[src/rtl/cw305_reg_opbank.sv]
// CW305 operand/result register bank: host byte access, core word access,
// and a start/busy/done control FSM with latency counter and timeout abort.
module cw305_reg_opbank #(
    parameter int pREG_ADDR_W   = 8,
    parameter int pBYTECNT_SIZE = 8,
    parameter int pOP_WIDTH     = 256,
    parameter int pNUM_IN       = 3,
    parameter int pNUM_OUT      = 2,
    parameter int pWADDR_W      = 3
) (
    input  logic                         crypto_clk,
    input  logic                         reset_n,
    input  logic [pREG_ADDR_W-1:0]       reg_address,
    input  logic [pBYTECNT_SIZE-1:0]     reg_bytecnt,
    input  logic [7:0]                   write_data,
    output logic [7:0]                   read_data,
    input  logic                         reg_read,
    input  logic                         reg_write,
    input  logic                         reg_addrvalid,
    input  logic                         exttrigger_in,
    input  logic [pNUM_IN*pWADDR_W-1:0]  I_in_addr,
    output logic [pNUM_IN*32-1:0]        O_in_word,
    input  logic [pNUM_OUT-1:0]          I_out_wren,
    input  logic [pNUM_OUT*pWADDR_W-1:0] I_out_addr,
    input  logic [pNUM_OUT*32-1:0]       I_out_word,
    input  logic                         I_done,
    output logic                         O_start,
    output logic                         O_abort,
    output logic                         O_busy
);
    localparam int BIDX_W = $clog2(pOP_WIDTH / 8);
    localparam logic [pBYTECNT_SIZE-1:0] OP_BYTES   = pBYTECNT_SIZE'(pOP_WIDTH / 8);
    localparam logic [pBYTECNT_SIZE-1:0] WORD_BYTES = pBYTECNT_SIZE'(4);
    localparam logic [pREG_ADDR_W-1:0] ADDR_CTRL    = 'h00;
    localparam logic [pREG_ADDR_W-1:0] ADDR_GO      = 'h01;
    localparam logic [pREG_ADDR_W-1:0] ADDR_CYCLES  = 'h02;
    localparam logic [pREG_ADDR_W-1:0] ADDR_TIMEOUT = 'h03;
    localparam logic [pREG_ADDR_W-1:0] ADDR_OP      = 'h10;
    localparam logic [pREG_ADDR_W-1:0] ADDR_RES     = 'h20;

    typedef enum logic [1:0] {S_IDLE, S_START, S_BUSY, S_DONE} state_t;

    state_t                 state_q, state_d;
    logic [pOP_WIDTH-1:0]   op_q  [pNUM_IN];
    logic [pOP_WIDTH-1:0]   op_d  [pNUM_IN];
    logic [pOP_WIDTH-1:0]   res_q [pNUM_OUT];
    logic [pOP_WIDTH-1:0]   res_d [pNUM_OUT];
    logic [31:0]            cycles_q, cycles_d, timeout_q, timeout_d;
    logic                   trig_en_q, trig_en_d, err_q, err_d;
    logic                   done_q, done_d, tmo_q, tmo_d, trig_prev_q;
    logic [7:0]             rd_q, rd_d;
    logic [pNUM_IN*32-1:0]  in_word_q, in_word_d;

    logic                   host_wr, host_rd, go_wr, trig_rise, start_req;
    logic                   byte_ok, word_byte_ok, op_addr, lock_wr, timeout_hit;
    logic [BIDX_W-1:0]      byte_idx;
    logic [1:0]             wsel;
    logic [7:0]             status;

    assign host_wr      = reg_write & reg_addrvalid;
    assign host_rd      = reg_read & reg_addrvalid;
    assign byte_idx     = reg_bytecnt[BIDX_W-1:0];
    assign wsel         = reg_bytecnt[1:0];
    assign byte_ok      = reg_bytecnt < OP_BYTES;
    assign word_byte_ok = reg_bytecnt < WORD_BYTES;
    assign op_addr      = (reg_address >= ADDR_OP) &&
                          (reg_address < ADDR_OP + pREG_ADDR_W'(pNUM_IN));
    assign go_wr        = host_wr && (reg_address == ADDR_GO);
    assign trig_rise    = trig_en_q & exttrigger_in & ~trig_prev_q;
    assign start_req    = go_wr | trig_rise;
    assign timeout_hit  = (timeout_q != 32'd0) && (cycles_q == timeout_q - 32'd1);
    // Writes that would disturb a running operation are dropped and flagged.
    assign lock_wr      = host_wr && O_busy &&
                          (reg_address == ADDR_CTRL || reg_address == ADDR_GO ||
                           reg_address == ADDR_TIMEOUT || op_addr);
    assign status       = {4'b0, err_q, tmo_q, done_q, O_busy};

    always_ff @(posedge crypto_clk or negedge reset_n) begin
        if (!reset_n) begin
            state_q     <= S_IDLE;
            // NOTE: register arrays are reset too, so the host reads 0 after reset.
            for (int i = 0; i < pNUM_IN; i++)  op_q[i]  <= '0;
            for (int j = 0; j < pNUM_OUT; j++) res_q[j] <= '0;
            cycles_q    <= '0;
            timeout_q   <= '0;
            trig_en_q   <= 1'b0;
            err_q       <= 1'b0;
            done_q      <= 1'b0;
            tmo_q       <= 1'b0;
            trig_prev_q <= 1'b0;
            rd_q        <= '0;
            in_word_q   <= '0;
        end else begin
            state_q     <= state_d;
            op_q        <= op_d;
            res_q       <= res_d;
            cycles_q    <= cycles_d;
            timeout_q   <= timeout_d;
            trig_en_q   <= trig_en_d;
            err_q       <= err_d;
            done_q      <= done_d;
            tmo_q       <= tmo_d;
            trig_prev_q <= exttrigger_in;
            rd_q        <= rd_d;
            in_word_q   <= in_word_d;
        end
    end

    always_comb begin
        state_d = state_q;
        case (state_q)
            S_IDLE:  if (start_req) state_d = S_START;
            S_START: state_d = S_BUSY;
            S_BUSY:  if (I_done) state_d = S_DONE;
                     else if (timeout_hit) state_d = S_IDLE;
            S_DONE:  state_d = S_IDLE;
            default: state_d = S_IDLE;
        endcase
    end

    always_comb begin
        O_start = (state_q == S_START);
        O_busy  = (state_q == S_START) || (state_q == S_BUSY);
        O_abort = (state_q == S_BUSY) && !I_done && timeout_hit;
    end

    always_comb begin
        // NOTE: every target gets a default first so no latches are inferred.
        op_d      = op_q;
        res_d     = res_q;
        cycles_d  = cycles_q;
        timeout_d = timeout_q;
        trig_en_d = trig_en_q;
        err_d     = err_q;
        done_d    = done_q;
        tmo_d     = tmo_q;
        if (host_wr && !O_busy) begin
            if (reg_address == ADDR_CTRL && reg_bytecnt == '0) begin
                trig_en_d = write_data[0];
                if (write_data[1]) err_d = 1'b0;
            end
            if (reg_address == ADDR_TIMEOUT && word_byte_ok)
                timeout_d[{wsel, 3'b000} +: 8] = write_data;
            for (int i = 0; i < pNUM_IN; i++)
                if (reg_address == ADDR_OP + pREG_ADDR_W'(i) && byte_ok)
                    op_d[i][{byte_idx, 3'b000} +: 8] = write_data;
        end
        if (lock_wr) err_d = 1'b1;
        for (int j = 0; j < pNUM_OUT; j++)
            if (I_out_wren[j])
                res_d[j][{I_out_addr[j*pWADDR_W +: pWADDR_W], 5'b00000} +: 32] =
                    I_out_word[j*32 +: 32];
        case (state_q)
            S_START: begin
                cycles_d = '0;
                done_d   = 1'b0;
                tmo_d    = 1'b0;
            end
            S_BUSY: begin
                if (cycles_q != '1) cycles_d = cycles_q + 32'd1;
                if (!I_done && timeout_hit) tmo_d = 1'b1;
            end
            S_DONE:  done_d = 1'b1;
            default: ;
        endcase
    end

    always_comb begin
        rd_d = '0;
        if (host_rd) begin
            if (reg_address == ADDR_CTRL && reg_bytecnt == '0) rd_d = {7'b0, trig_en_q};
            if (reg_address == ADDR_GO && reg_bytecnt == '0)   rd_d = status;
            if (reg_address == ADDR_CYCLES && word_byte_ok)    rd_d = cycles_q[{wsel, 3'b000} +: 8];
            if (reg_address == ADDR_TIMEOUT && word_byte_ok)   rd_d = timeout_q[{wsel, 3'b000} +: 8];
            for (int i = 0; i < pNUM_IN; i++)
                if (reg_address == ADDR_OP + pREG_ADDR_W'(i) && byte_ok)
                    rd_d = op_q[i][{byte_idx, 3'b000} +: 8];
            for (int j = 0; j < pNUM_OUT; j++)
                if (reg_address == ADDR_RES + pREG_ADDR_W'(j) && byte_ok)
                    rd_d = res_q[j][{byte_idx, 3'b000} +: 8];
        end
    end

    always_comb begin
        in_word_d = '0;
        for (int i = 0; i < pNUM_IN; i++)
            in_word_d[i*32 +: 32] = op_q[i][{I_in_addr[i*pWADDR_W +: pWADDR_W], 5'b00000} +: 32];
    end

    assign read_data = rd_q;
    assign O_in_word = in_word_q;

endmodule

[config.mk]
export PLATFORM = sky130hd
export DESIGN_NAME = cw305_reg_opbank
export DESIGN_NICKNAME = d
export VERILOG_FILES = /design/src/rtl/cw305_reg_opbank.sv
export SDC_FILE = /design/constraint.sdc
export NUM_CORES = 2
export LEC_CHECK = 0
export BUFFER_PORTS_ARGS = -buffer_cell sky130_fd_sc_hd__buf_2
export CORE_ASPECT_RATIO = 1.2
export CORE_UTILIZATION = 55
export CTS_BUF_LIST = sky130_fd_sc_hd__clkbuf_4 sky130_fd_sc_hd__clkbuf_8
export DETAILED_ROUTE_END_ITERATION = 10
export PLACE_DENSITY = 0.78
export SYNTH_ARGS = -nofsm -noshare
export SYNTH_HDL_FRONTEND = slang
export SYNTH_SLANG_ARGS = --single-unit
[constraint.sdc]
create_clock -name crypto_clk -period 3.6 [get_ports crypto_clk]
set_input_delay 0.72 -clock crypto_clk [delete_from_list [all_inputs] [get_ports crypto_clk]]
set_output_delay 0.72 -clock crypto_clk [all_outputs]
set_load 0.05 [all_outputs]
==> results.toml <==
[synthesis]
synth_simple_gate_area_share_pct = 9.62
synth_top_family_by_area = "multiplexers"
syn-instance-count = 5794
post_synth_fa_ha_maj_area_fraction_pct = 0.281
xor_xnor_fraction_of_synth_area_pct = 0.774
yosys_register_bits = 1455
synth_top_flop_cell = "sky130_fd_sc_hd__dfrtp_1"
syn_nets = 5922
synth_mux_area_share_pct = 28.0
netlist_area_um2 = 71200
yosysUniqueCellTypes = 79
async_reset_ff_share_pct = 100
yosysSeqAreaShare_pct = 51.1
synth_warnings = 0
average_footprint_of_a_synthesized_cell_um2 = 12.3
synth_compound_gate_area_share_pct = 7.60
synth_enable_flop_cells = 0

[floorplan]
chipWidth_um = 331
initial_core_utilization_pct = 55.5
boundaryPins = 219
core_area_um2 = 128000
die_area_um2 = 131000
fp-row-count = 144
chipHeight_um = 396

[setup_path]
critical_path.endpoint_type = "primary output"
critPathKind = "flip-flop to primary output"
crit_path_top_delay_cell = "sky130_fd_sc_hd__or3_1"
cp_slowest_stage_delay_ps = 500
worst-r2r-cell-count = 8
worst_setup_sp_type = "flip-flop"
cp.required_ps = 2880
crit_path_max_fanout = 4
critical_path.cell_chain = "or3_1 > nor2_1 > nand3_2 > o41ai_2 > a22oi_1 > nand2_1 > nand4b_1 > nor2_2 > buf_6"
timing.critical_path.arrival_ps = 3540

[global_routing]
grt_max_degree = 132
first_global_vias = 55600
globalRouteTotalUtil_pct = 40.3
grt_pass1_wl_um = 377000
antenna_found_initial = 25
grt_overflow = 0

[clocking]
cts-buffers-inserted = 223
clock-sinks = 1455
clock_tree.htree_level_count = 4
clkSlewWorstSetupHoldPaths_ps = 70
clockRootBuffer = "sky130_fd_sc_hd__clkbuf_8"
clock_latency_ps = 1000
tritoncts = "built"
maximum_number_of_buffers_from_clock_root_to_sink = 3

[status]
failing_checks = "setup timing"
status = "complete, but fails checks"

[route]
route.antenna.remaining_nets = 0
wirelength_um = 259000
detail_route.drc_violations = 0
detail_route.wl_per_cell_um = 31.5
vias = 55400
viasPerCell = 6.75
drt_first_iter_violations = 7244
drtPass1Iterations = 8

[pwr]
power_total_w = 0.0391
power_density_over_the_cells_nw_per_um2 = 471
leakage_dissipation_nw = 36.9
power.share.clock_pct = 40.8
p_sw_share_pct = 26.2
ir_worst_vdd_uv = 369
pwr-share-seq_pct = 47.0
power.combinational.fraction_pct = 12.2
intPower_w = 0.0289
sw_pwr_w = 0.0102

[placement]
post_detailed_placement_half_perimeter_wirelength_um = 181000
finalWeightedCongestion = 1.07
port_buffers = 218
numPlacedInstances = 7753
preCtsSetupSlack_ps = -404

[worst_hold_path]
min_path_cells = 2
min_path_type = "input port to flip-flop"

[sta]
final_hold_viol_count = 0
fin_crit_ps = 4260
final_critical_path_setup_slack_ps = -664
finalSetupTns_ps = -664
relSlewSlack_pct = 25.6
worst_pin_slew_ps = 1120
setup_viol = 1
min_period_over_period_pct = 118
timing_max_transition_violations_final = 0
grt_setup_unrepaired = "true"
finalClockSkew_ps = 77.5
fmaxAchievable_mhz = 234

[flow_run]
maxcap_viol_count = 0

[cells_and_area]
post_layout_cell_count = 8214
areaGrowthSynthToFinish_pct = 16.6
num-nets-final = 6452
fillers = 9477
ff_latch_area_um2 = 36400
multiInputGateArea_um2 = 33200
post_route_cells_drive_above_1_share_pct = 35.8
[cell type report]
cell class	instances	share of cell area, %
timing repair buffer	723	7.15
clock inverter	67	1.01
multi-input combinational	3892	39.9
tap	1679	2.53
sequential	1455	43.8
antenna	22	0.0663
clock buffer	347	5.36
inverter	29	0.134
[what timing repair did]
item / CTS / global route
setup buffers: 5 / 0
hold buffers: 20 / 0
pin swaps: 10 / 2
resized for setup: 13 / 10
hold endpoints to repair: 282 / 0
cloned: 0 / 0
endpoints found under the setup margin: 1 / 1
[synthesized netlist by cell type, types with 14 or more instances]
cell type / number / area share [%]
sky130_fd_sc_hd__nand4_1: 27 / 0.24
sky130_fd_sc_hd__nand2_1: 1236 / 6.5
sky130_fd_sc_hd__mux2_2: 548 / 8.7
sky130_fd_sc_hd__clkbuf_1: 276 / 1.5
sky130_fd_sc_hd__dfrtp_1: 1455 / 51
sky130_fd_sc_hd__mux2i_1: 26 / 0.37
sky130_fd_sc_hd__xnor2_1: 31 / 0.38
sky130_fd_sc_hd__buf_4: 18 / 0.19
sky130_fd_sc_hd__nor2_1: 141 / 0.74
sky130_fd_sc_hd__mux4_2: 599 / 19
sky130_fd_sc_hd__ha_1: 16 / 0.28
sky130_fd_sc_hd__nand3_1: 73 / 0.51
sky130_fd_sc_hd__o31ai_1: 54 / 0.57
sky130_fd_sc_hd__buf_1: 42 / 0.22
sky130_fd_sc_hd__nand2b_1: 17 / 0.15
sky130_fd_sc_hd__a211oi_1: 14 / 0.15
sky130_fd_sc_hd__buf_2: 78 / 0.55
sky130_fd_sc_hd__inv_1: 28 / 0.15
sky130_fd_sc_hd__a21oi_1: 27 / 0.19
sky130_fd_sc_hd__o21ai_0: 834 / 5.9
sky130_fd_sc_hd__xor2_1: 32 / 0.39
sky130_fd_sc_hd__nor3_1: 34 / 0.24
[worst max-delay path, delay by kind of cell, from the launching register on]
kind                   cells  cell delay [ps]
AND/OR/NAND/NOR            6             1520
flip-flops                 1              390
buffers and inverters      1              170
AO/OA/AOI/OAI              2              460
[cells in the final DEF, fill, tap and decap left out, types with 77 or more instances in the layout]
| cell | Yosys | layout |
|---|---|---|
| sky130_fd_sc_hd__buf_12 | 0 | 77 |
| sky130_fd_sc_hd__buf_2 | 78 | 209 |
| sky130_fd_sc_hd__buf_4 | 18 | 413 |
| sky130_fd_sc_hd__clkbuf_8 | 0 | 295 |
| sky130_fd_sc_hd__dfrtp_1 | 1455 | 1452 |
| sky130_fd_sc_hd__mux2_2 | 548 | 540 |
| sky130_fd_sc_hd__mux4_2 | 599 | 599 |
| sky130_fd_sc_hd__nand2_1 | 1236 | 1235 |
| sky130_fd_sc_hd__nor2_1 | 141 | 138 |
| sky130_fd_sc_hd__o21ai_0 | 834 | 833 |
[metal layers]
metal	track usage, %	part of all wire (%)	vias to the layer above	wire (um)
li1	-	-	22300	-
met1	49.3	34	28200	88900
met2	58.9	44	3861	114000
met3	13.8	12	1094	31100
met4	31.0	9.5	14	24500
met5	0	0.032	-	82
[registers in the layout, summed over array words and instances, names as in the netlist]
name	flops
tmo_q	1
trig_prev_q	1
trig_en_q	1
state_q	2
O_in_word	96
cycles_q	32
timeout_q	32
done_q	1
op_q	768
err_q	1
read_data	8
res_q	512
[cell families (layout without fill, tap and decap cells)]
kind of cell,count (synthesis),in the layout
other,0,22
adders and majority gates,16,16
xor gates and xnor gates,63,63
buffers and inverters,447,1166
DFF,1455,1455
muxes,1174,1174
AOI/OAI and AO/OA,1001,1001
and+or+nand+nor,1638,1638
[final timing paths]
path                           startpoint            to  slack [ps]
min in group asynchronous         reset_n     res_q[58]         240
setup reg to reg                  op_q[6]  read_data[6]         210
hold reg to reg                res_q[247]    res_q[247]         470
setup / recovery            timeout_q[18]       O_abort        -660
hold / removal             I_out_word[25]    res_q[505]          60
max in group asynchronous         reset_n    res_q[487]        2070
[power by group through the flow]
stage	logic (W)	clock network (W)	registers [W]
floorplan	0.00303	0	0.0184
global placement	0.00455	0	0.0185
detailed placement	0.00471	0	0.0186
CTS	0.00475	0.0161	0.0184
global route	0.00509	0.0167	0.0185
finish	0.00477	0.0160	0.0184
[metrics by stage]
| stage | utilization (%) | hold slack [ps] | cell area (um^2) |
|---|---|---|---|
| 5_1_grt | 64.6 | 34.6 | 83000 |
| 3_5_place_dp | 60.3 | 462 | 77400 |
| 2_1_floorplan | - | 424 | 71400 |
| 6_report | 64.7 | 57.2 | 83100 |
| 4_1_cts | 64.6 | 1.09 | 83000 |
| 3_3_place_gp | 60.3 | 453 | 77400 |
No activity file was read; power rests on OpenSTA's default activity.
